<file path="config.mk">
export PLATFORM = sky130hd
export DESIGN_NAME = pipeline_arbiter_flat
export DESIGN_NICKNAME = d
export VERILOG_FILES = /design/src/rtl/pipeline_arbiter_if.sv /design/src/rtl/pipeline_arbiter.sv /design/src/flat_wrapper.sv
export SDC_FILE = /design/constraint.sdc
export NUM_CORES = 1
export LEC_CHECK = 0
export ABC_AREA = 1
export ABC_CLOCK_PERIOD_IN_PS = 6550
export BUFFER_PORTS_ARGS = -buffer_cell sky130_fd_sc_hd__buf_2
export CORE_ASPECT_RATIO = 0.8
export CORE_MARGIN = 1
export CORE_UTILIZATION = 50
export CTS_BUF_LIST = sky130_fd_sc_hd__clkbuf_8 sky130_fd_sc_hd__clkbuf_16
export DETAILED_ROUTE_END_ITERATION = 6
export PLACE_DENSITY = 0.72
export SLEW_MARGIN = 10
export SYNTH_ARGS = -nofsm -noshare
export SYNTH_HDL_FRONTEND = slang
export SYNTH_SLANG_ARGS = --single-unit
</file>
<file path="constraint.sdc">
create_clock -name clk -period 6.55 [get_ports clk]
set_clock_uncertainty 0.15 [all_clocks]
set_input_delay 0.3275 -clock clk [delete_from_list [all_inputs] [get_ports clk]]
set_output_delay 0.3275 -clock clk [all_outputs]
set_load 0.02 [all_outputs]
</file>
<file path="src/rtl/pipeline_arbiter_if.sv">
// rtl/pipeline_arbiter_if.sv - buffer/pipeline handshake bundle for pipeline_arbiter
// slave is the arbiter side; master is the buffer array plus allocation pipeline.
interface pipeline_arbiter_if #(
  parameter int NUM_BUFFERS = 4,
  parameter int ID_W = $clog2(NUM_BUFFERS)
);
  logic [NUM_BUFFERS-1:0] req_pipeline;
  logic [NUM_BUFFERS-1:0] active;
  logic                   pipe_ready;
  logic                   pipe_resp_valid;
  logic [ID_W-1:0]        pipe_resp_id;
  logic                   pipe_resp_ok;
  logic [NUM_BUFFERS-1:0] reg_bank_req;
  logic                   pipe_valid;
  logic [ID_W-1:0]        pipe_id;
  logic [NUM_BUFFERS-1:0] pipeline_granted;
  logic [NUM_BUFFERS-1:0] pipeline_failed;
  logic [NUM_BUFFERS-1:0] reg_bank_granted;

  modport master (
    output req_pipeline, active, pipe_ready, pipe_resp_valid, pipe_resp_id, pipe_resp_ok,
           reg_bank_req,
    input  pipe_valid, pipe_id, pipeline_granted, pipeline_failed, reg_bank_granted
  );

  modport slave (
    input  req_pipeline, active, pipe_ready, pipe_resp_valid, pipe_resp_id, pipe_resp_ok,
           reg_bank_req,
    output pipe_valid, pipe_id, pipeline_granted, pipeline_failed, reg_bank_granted
  );
endinterface

</file>
<file path="src/rtl/pipeline_arbiter.sv">
// rtl/pipeline_arbiter.sv - round-robin arbiter for the shared allocation pipeline and register bank
// One outstanding pipeline transaction per buffer; failed allocations back off before retrying.
module pipeline_arbiter #(
  parameter int NUM_BUFFERS = 4,
  parameter int BACKOFF = 3,
  parameter int ID_W = $clog2(NUM_BUFFERS)
) (
  input logic               clk,
  input logic               n_rst,
  pipeline_arbiter_if.slave bus
);
  localparam int BO_W = (BACKOFF < 1) ? 1 : $clog2(BACKOFF + 1);
  localparam logic [BO_W-1:0] BO_LOAD = BO_W'(BACKOFF);
  localparam logic [NUM_BUFFERS-1:0] ONE = NUM_BUFFERS'(1);

  logic [ID_W-1:0]        r_rr_ptr;
  logic [NUM_BUFFERS-1:0] r_outstanding;
  logic [BO_W-1:0]        r_backoff [NUM_BUFFERS];
  logic [ID_W-1:0]        r_rb_ptr;
  logic                   r_rb_owner_valid;
  logic [ID_W-1:0]        r_rb_owner;
  logic                   r_pipe_valid;
  logic [ID_W-1:0]        r_pipe_id;
  logic [NUM_BUFFERS-1:0] r_granted;
  logic [NUM_BUFFERS-1:0] r_failed;
  logic [NUM_BUFFERS-1:0] r_rb_granted;

  logic [NUM_BUFFERS-1:0] w_elig;
  logic                   w_issue;
  logic [ID_W-1:0]        w_issue_id;
  logic                   w_rb_pick;
  logic [ID_W-1:0]        w_rb_id;
  logic                   w_resp_hit;
  logic                   w_resp_fail;

  function automatic logic [ID_W-1:0] f_next(input logic [ID_W-1:0] id);
    return (id == ID_W'(NUM_BUFFERS - 1)) ? '0 : id + 1'b1;
  endfunction

  always_comb begin
    for (int i = 0; i < NUM_BUFFERS; i++) begin
      w_elig[i] = bus.req_pipeline[i] & ~bus.active[i] & ~r_outstanding[i] & (r_backoff[i] == '0);
    end
  end

  // Scan from the farthest candidate down so the one nearest the pointer is written last and wins.
  always_comb begin
    logic [ID_W-1:0] cand;
    w_issue    = 1'b0;
    w_issue_id = '0;
    w_rb_pick  = 1'b0;
    w_rb_id    = '0;
    cand       = '0;
    for (int k = NUM_BUFFERS - 1; k >= 0; k--) begin
      cand = ID_W'((int'(r_rr_ptr) + k) % NUM_BUFFERS);
      if (bus.pipe_ready && w_elig[cand]) begin
        w_issue    = 1'b1;
        w_issue_id = cand;
      end
      cand = ID_W'((int'(r_rb_ptr) + k) % NUM_BUFFERS);
      if (bus.reg_bank_req[cand]) begin
        w_rb_pick = 1'b1;
        w_rb_id   = cand;
      end
    end
  end

  // An issue targets a non-outstanding buffer and a hit targets an outstanding one, so they never collide.
  assign w_resp_hit  = bus.pipe_resp_valid && (int'(bus.pipe_resp_id) < NUM_BUFFERS) &&
                       r_outstanding[bus.pipe_resp_id];
  assign w_resp_fail = w_resp_hit && !bus.pipe_resp_ok;

  always_ff @(posedge clk) begin
    if (!n_rst) begin
      r_rr_ptr         <= '0;
      r_outstanding    <= '0;
      r_rb_ptr         <= '0;
      r_rb_owner_valid <= 1'b0;
      r_rb_owner       <= '0;
      r_pipe_valid     <= 1'b0;
      r_pipe_id        <= '0;
      r_granted        <= '0;
      r_failed         <= '0;
      r_rb_granted     <= '0;
      for (int i = 0; i < NUM_BUFFERS; i++) begin
        r_backoff[i] <= '0;
      end
    end else begin
      r_pipe_valid <= w_issue;
      r_pipe_id    <= w_issue_id;
      r_granted    <= w_issue ? (ONE << w_issue_id) : '0;
      r_failed     <= w_resp_fail ? (ONE << bus.pipe_resp_id) : '0;
      if (w_issue) begin
        r_rr_ptr <= f_next(w_issue_id);
      end
      for (int i = 0; i < NUM_BUFFERS; i++) begin
        if (w_issue && w_issue_id == ID_W'(i)) begin
          r_outstanding[i] <= 1'b1;
        end else if (w_resp_hit && bus.pipe_resp_id == ID_W'(i)) begin
          r_outstanding[i] <= 1'b0;
        end
        if (w_resp_fail && bus.pipe_resp_id == ID_W'(i)) begin
          r_backoff[i] <= BO_LOAD;
        end else if (r_backoff[i] != '0) begin
          r_backoff[i] <= r_backoff[i] - 1'b1;
        end
      end
      // The release cycle deliberately picks nobody, leaving a one-cycle gap between owners.
      if (r_rb_owner_valid) begin
        if (!bus.reg_bank_req[r_rb_owner]) begin
          r_rb_owner_valid <= 1'b0;
          r_rb_granted     <= '0;
        end
      end else if (w_rb_pick) begin
        r_rb_owner_valid <= 1'b1;
        r_rb_owner       <= w_rb_id;
        r_rb_granted     <= ONE << w_rb_id;
        r_rb_ptr         <= f_next(w_rb_id);
      end
    end
  end

  assign bus.pipe_valid       = r_pipe_valid;
  assign bus.pipe_id          = r_pipe_id;
  assign bus.pipeline_granted = r_granted;
  assign bus.pipeline_failed  = r_failed;
  assign bus.reg_bank_granted = r_rb_granted;
endmodule

</file>
<file path="src/flat_wrapper.sv">
// flat-port wrapper written by rule: the top's interface ports become plain ports
module pipeline_arbiter_flat 
#(
  parameter int NUM_BUFFERS = 4,
  parameter int BACKOFF = 3,
  parameter int ID_W = $clog2(NUM_BUFFERS)
)
  (clk, n_rst, bus_req_pipeline, bus_active, bus_pipe_ready, bus_pipe_resp_valid, bus_pipe_resp_id, bus_pipe_resp_ok, bus_reg_bank_req, bus_pipe_valid, bus_pipe_id, bus_pipeline_granted, bus_pipeline_failed, bus_reg_bank_granted);
  pipeline_arbiter_if #(.NUM_BUFFERS(NUM_BUFFERS), .ID_W(ID_W)) bus_i ();
  input logic clk;
  input logic n_rst;
  input wire logic [$bits(bus_i.req_pipeline)-1:0] bus_req_pipeline;
  input wire logic [$bits(bus_i.active)-1:0] bus_active;
  input wire logic [$bits(bus_i.pipe_ready)-1:0] bus_pipe_ready;
  input wire logic [$bits(bus_i.pipe_resp_valid)-1:0] bus_pipe_resp_valid;
  input wire logic [$bits(bus_i.pipe_resp_id)-1:0] bus_pipe_resp_id;
  input wire logic [$bits(bus_i.pipe_resp_ok)-1:0] bus_pipe_resp_ok;
  input wire logic [$bits(bus_i.reg_bank_req)-1:0] bus_reg_bank_req;
  output wire logic [$bits(bus_i.pipe_valid)-1:0] bus_pipe_valid;
  output wire logic [$bits(bus_i.pipe_id)-1:0] bus_pipe_id;
  output wire logic [$bits(bus_i.pipeline_granted)-1:0] bus_pipeline_granted;
  output wire logic [$bits(bus_i.pipeline_failed)-1:0] bus_pipeline_failed;
  output wire logic [$bits(bus_i.reg_bank_granted)-1:0] bus_reg_bank_granted;
  assign bus_i.req_pipeline = bus_req_pipeline;
  assign bus_i.active = bus_active;
  assign bus_i.pipe_ready = bus_pipe_ready;
  assign bus_i.pipe_resp_valid = bus_pipe_resp_valid;
  assign bus_i.pipe_resp_id = bus_pipe_resp_id;
  assign bus_i.pipe_resp_ok = bus_pipe_resp_ok;
  assign bus_i.reg_bank_req = bus_reg_bank_req;
  assign bus_pipe_valid = bus_i.pipe_valid;
  assign bus_pipe_id = bus_i.pipe_id;
  assign bus_pipeline_granted = bus_i.pipeline_granted;
  assign bus_pipeline_failed = bus_i.pipeline_failed;
  assign bus_reg_bank_granted = bus_i.reg_bank_granted;
  pipeline_arbiter #(.NUM_BUFFERS(NUM_BUFFERS), .BACKOFF(BACKOFF), .ID_W(ID_W)) u_core (.clk(clk), .n_rst(n_rst), .bus(bus_i));
endmodule
</file>
* Yosys cells after proc, flatten, opt, wreduce, memory -nomap -nowiden
Memory sizes are Yosys's and may differ from the RTL's.
Index checks and enable logic that the tools add are counted.
** Storage, ports and cells
- Bits in registers :: 26
- Bits in writable memories :: 8
- Input port bits :: 19
- Word-level logic and storage cells :: 203
- Memories kept :: 1
** Cells by class
- Add/subtract/negate cells :: 12
- $lt $le $gt $ge :: 10
- Eq/ne operators :: 8
- Shift-type cells :: 3
- Multiplexer cells :: 89
- Bitwise logic cells :: 29
- Reduce and logical (&&, ||, !) cells :: 38
** Memories
- u_core.r_backoff :: words 4, width 2, rd ports 4, clocked after Yosys merged registers in 0, wr ports 4, line pipeline_arbiter.sv:18 : logic [BO_W-1:0] r_backoff [NUM_BUFFERS];
** Operators with widths (count)
- $mux W1 :: 58
- $mux W2 :: 18
- $lt A2 B3 Y1 const B :: 10
- $bmux W1 S2 :: 10
- $logic_and A1 B1 Y1 :: 18
- $reduce_bool A2 Y1 :: 9
- $and A1 B1 Y1 :: 12
- $logic_not A2 Y1 :: 6
- $mux W4 :: 3
- $shl A1 B2 Y4 const A :: 3
- $eq A2 B2 Y1 const B :: 5
- $not A1 Y1 :: 9
- $add A2 B1 Y2 const B :: 4
- $add A2 B2 Y2 const B :: 4
- $or A1 B1 Y1 :: 8
- $reduce_and A2 Y1 :: 4
- $sub A2 B1 Y2 const B :: 4
- $eq A2 B1 Y1 const B :: 2
- $ne A2 B2 Y1 const B :: 1
- $logic_not A1 Y1 :: 1

* Logic depth before layout (Yosys ltp)
- Depth after elaboration :: 14
- Mapped depth :: 17

* Least setup slack after synthesis
No wires, ideal clock.
- Kind :: reg2reg
- Start :: mem u_core.r_backoff[0][4] (netlist name)
- End :: reg u_core.r_rr_ptr[1]
- Setup time :: 0.130 ns
- Data arrival time :: 1.856 ns
- Required time :: 6.270 ns
- Setup slack :: 4.414 ns
- Stages on the path, launching flop included :: 18
- Buffers on the path :: 0
- Clock period less this slack :: 2.136 ns
- Path through :: edfxtp_1 -> inv_1 -> ha_1 -> nand2_1 -> inv_1 -> nand3_1 -> nand3_2 -> nand3_2 -> nand2_1 -> clkinv_1 -> nand2_1 -> nand2_2 -> nand2_4 -> inv_1 -> ha_1 -> nor2_2 -> a21oi_1 -> nor2_1
** RTL lines
- start: declaration :: line pipeline_arbiter.sv:18
- end signal: assignment :: line pipeline_arbiter.sv:94 : r_rr_ptr <= f_next(w_issue_id);
- end: declaration :: line pipeline_arbiter.sv:16 : logic [ID_W-1:0] r_rr_ptr;

==> out/results.tsv <==
stage	metric	value	unit
status	outcome	finished clean	
routing	drtAntennaViolNets	0	
finish	syn2layout_area_growth	14.4	%
die	ios	34	
critical_path	critPathKind	reg -> reg	
routing	via_count	1783	
synth	yosysTopAreaCell	dfxtp_1	
die	num_rows	20	
power	p_leak	1.24	nW
finish	post-route-util	0.614	
clock_network	clk_pin_slew_worst_paths	0.07	ns
synth	netlist-cell-type-count	31	
run	max_cap_violations	0	
timing	max_clock_freq	427	MHz
timing	setup-violations-final	0	
grt	antenna_found_initial	0	
synth	synthesis.instances	274	
synth	synth-async-reset-ratio	0	
synth	syn_avg_cell_area	7.65	um2
power	p_total	1.09	mW
synth	netlist.area_leader.share	0.248	
finish	finalNetCount	340	
power	cellPowerDensity	453	nW/um2
clock_network	insertion_delay	0.29	ns
timing	maxSlewViolCount	0	
synth	synth.most_common_cell	nand2_1	
synth	yosys-top-cells-area	dfxtp_1 (25%), edfxtp_1 (11%), nand2_1 (8.9%)	
critical_path	rrSetupSlack	4.21	ns
clock_network	ctsResizeCount	0	
grt	grt_overflow_total	0	
hold_path	min_path_type	in -> reg	
synth	synth_nets	305	
synth	yosysSeqAreaShare	0.363	
timing	rsz0062_at_grt	no	
routing	drt_iter0_drc	100	
timing	hold_violations	0	
die	initial_core_util	0.537	
critical_path	start_kind	flip-flop	
finish	fillers	351	
die	dieHeight	59.9	um
grt	grt_pass1_vias	1608	
routing	route.detailed.drc	0	
placed_design	gp_congestion	0.850	
timing	max-slew-margin-rel	0.559	
placed_design	place.port_buffers	33	
clock_network	postCtsHoldBufs	0	
finish	diodes	0	
synth	yosysWarnings	0	
clock_network	cts_tree	done	
critical_path	reg2reg_from	u_core.r_backoff[0][4]	
critical_path	endpoint_kind	flip-flop	
clock_network	cts_made_buffers	5	
hold_path	hp-start	bus_pipe_resp_ok	
routing	drtPass1Iterations	4	
finish	layout-drive-gt1-share	0.294	
clock_network	htreeDepth	2	
synth	synth_edf_count	8	
die	fp.dieW	74.4	um
clock_network	max-clock-path-buffers	2	
routing	wl	4210	um
routing	vias_per_cell	4.88	
clock_network	clock-sinks	34	
die	core_area	3900	um2
timing	setup-tns-final	0	ns
clock_network	cts_root_buf	clkbuf_8	
clock_network	cts_setup_buffers	0	
critical_path	worstPathArrival	2.35	ns
synth	synth-main-ff-cell	dfxtp_1	
die	dieArea	4460	um2
critical_path	worstPathRequired	6.55	ns
placed_design	dpl.hpwl	3230	um
synth	synth_area	2100	um2
synth	synthTopCellsByCount	nand2_1 (50), inv_1 (41), nand3_1 (32)	
timing	worstMarginPinSlew	0.661	ns
power	ir_drop	0.000309	V
critical_path	crit_path_start	u_core.r_backoff[0][4]	
synth	ys_seq_elements	34	
grt	grt_max_degree	16	
critical_path	cp_max_fo	4	
timing	post-route-min-period	2.34	ns
routing	wl_per_cell	11.5	um
grt	grt_pass1_wl	7180	um
timing	period_share	0.358	
grt	grtUsageTotal	0.215	
==> critical path, stage by stage (launching register included) <==
cell and delay, ns:
edfxtp_1 0.38, inv_1 0.07, ha_1 0.20, nand2_1 0.07, inv_1 0.07, nand3_1 0.12
nand3_2 0.13, nand3_2 0.10, nand2_1 0.07, clkinv_1 0.05, nand2_1 0.07, nand2_2 0.09
nand2_4 0.09, inv_1 0.06, ha_1 0.28, nor2_2 0.04, a21oi_1 0.11, nor2_1 0.05
==> flip-flops by register name, indices dropped and copies added (netlist names) <==
signal,count
u_core.bus.pipe_id,2
u_core.bus.pipe_valid,1
u_core.bus.pipeline_failed,4
u_core.bus.pipeline_granted,4
u_core.bus.reg_bank_granted,4
u_core.r_backoff,8
u_core.r_outstanding,4
u_core.r_rb_owner,2
u_core.r_rb_owner_valid,1
u_core.r_rb_ptr,2
u_core.r_rr_ptr,2
==> kinds of logic after synthesis <==
| logic type | after synthesis | synth area share |
|---|---|---|
| AOI/OAI and AO/OA | 37 | 0.104 |
| adders and majority gates | 12 | 0.0716 |
| and+or+nand+nor | 136 | 0.351 |
| buffers and inverters | 55 | 0.110 |
| DFF | 34 | 0.363 |
==> worst paths after layout <==
check / end / cells after the start
max reg2reg: u_core.r_rr_ptr[1] / 17
max: u_core.r_rr_ptr[1] / 17
min reg2reg: u_core.bus.reg_bank_granted[2] / 2
min: u_core.bus.pipeline_failed[0] / 4
==> routing by layer <==
layer  track usage  routed length, um
met5             0                  0
met3        0.0590                356
met2         0.315               1680
met4        0.0404                  0
met1         0.315               2170
==> placed cells by master, fill, tap and decap left out, types with 8 or more instances in the layout <==
cell type / netlist / routed
nand2_2: 11 / 11
nand2_1: 50 / 50
buf_2: 2 / 33
ha_1: 12 / 12
a21oi_1: 9 / 9
dfxtp_1: 26 / 26
nand3_1: 32 / 32
nor2_1: 16 / 16
inv_1: 41 / 41
edfxtp_1: 8 / 8
o21ai_0: 16 / 16
nor2_2: 9 / 9
nand3_2: 9 / 9
==> stage by stage <==
stage | worst slack [ns] | hold WS [ns] | instance area, um2 | instances
after global routing | 3.99 | 0.208 | 2400 | 365
final | 4.21 | 0.196 | 2400 | 365
after detailed placement | 4.19 | 0.324 | 2290 | 357
after CTS | 4.20 | 0.191 | 2400 | 365
after floorplan | 4.41 | 0.310 | 2100 | 274
after global placement | 4.24 | 0.320 | 2290 | 357
==> where the power goes <==
part	switching, mW	leakage [nW]	internal (mW)
combinational	0.382	0.889	0.201
clock	0.0779	0.0561	0.0966
sequential	0.0437	0.299	0.287
total	0.503	1.24	0.584
==> area by class of cell <==
cell class / count / area, um2 / area share
repair buffers: 33 / 165 / 0.0689
clock buffers: 6 / 93.8 / 0.0391
flip-flops and latches: 34 / 761 / 0.317
multi-input cells: 185 / 1100 / 0.461
inverters: 50 / 195 / 0.0814
clock inverters: 2 / 10.0 / 0.00417
well taps: 55 / 68.8 / 0.0287
(Power assumes the default switching activity.)
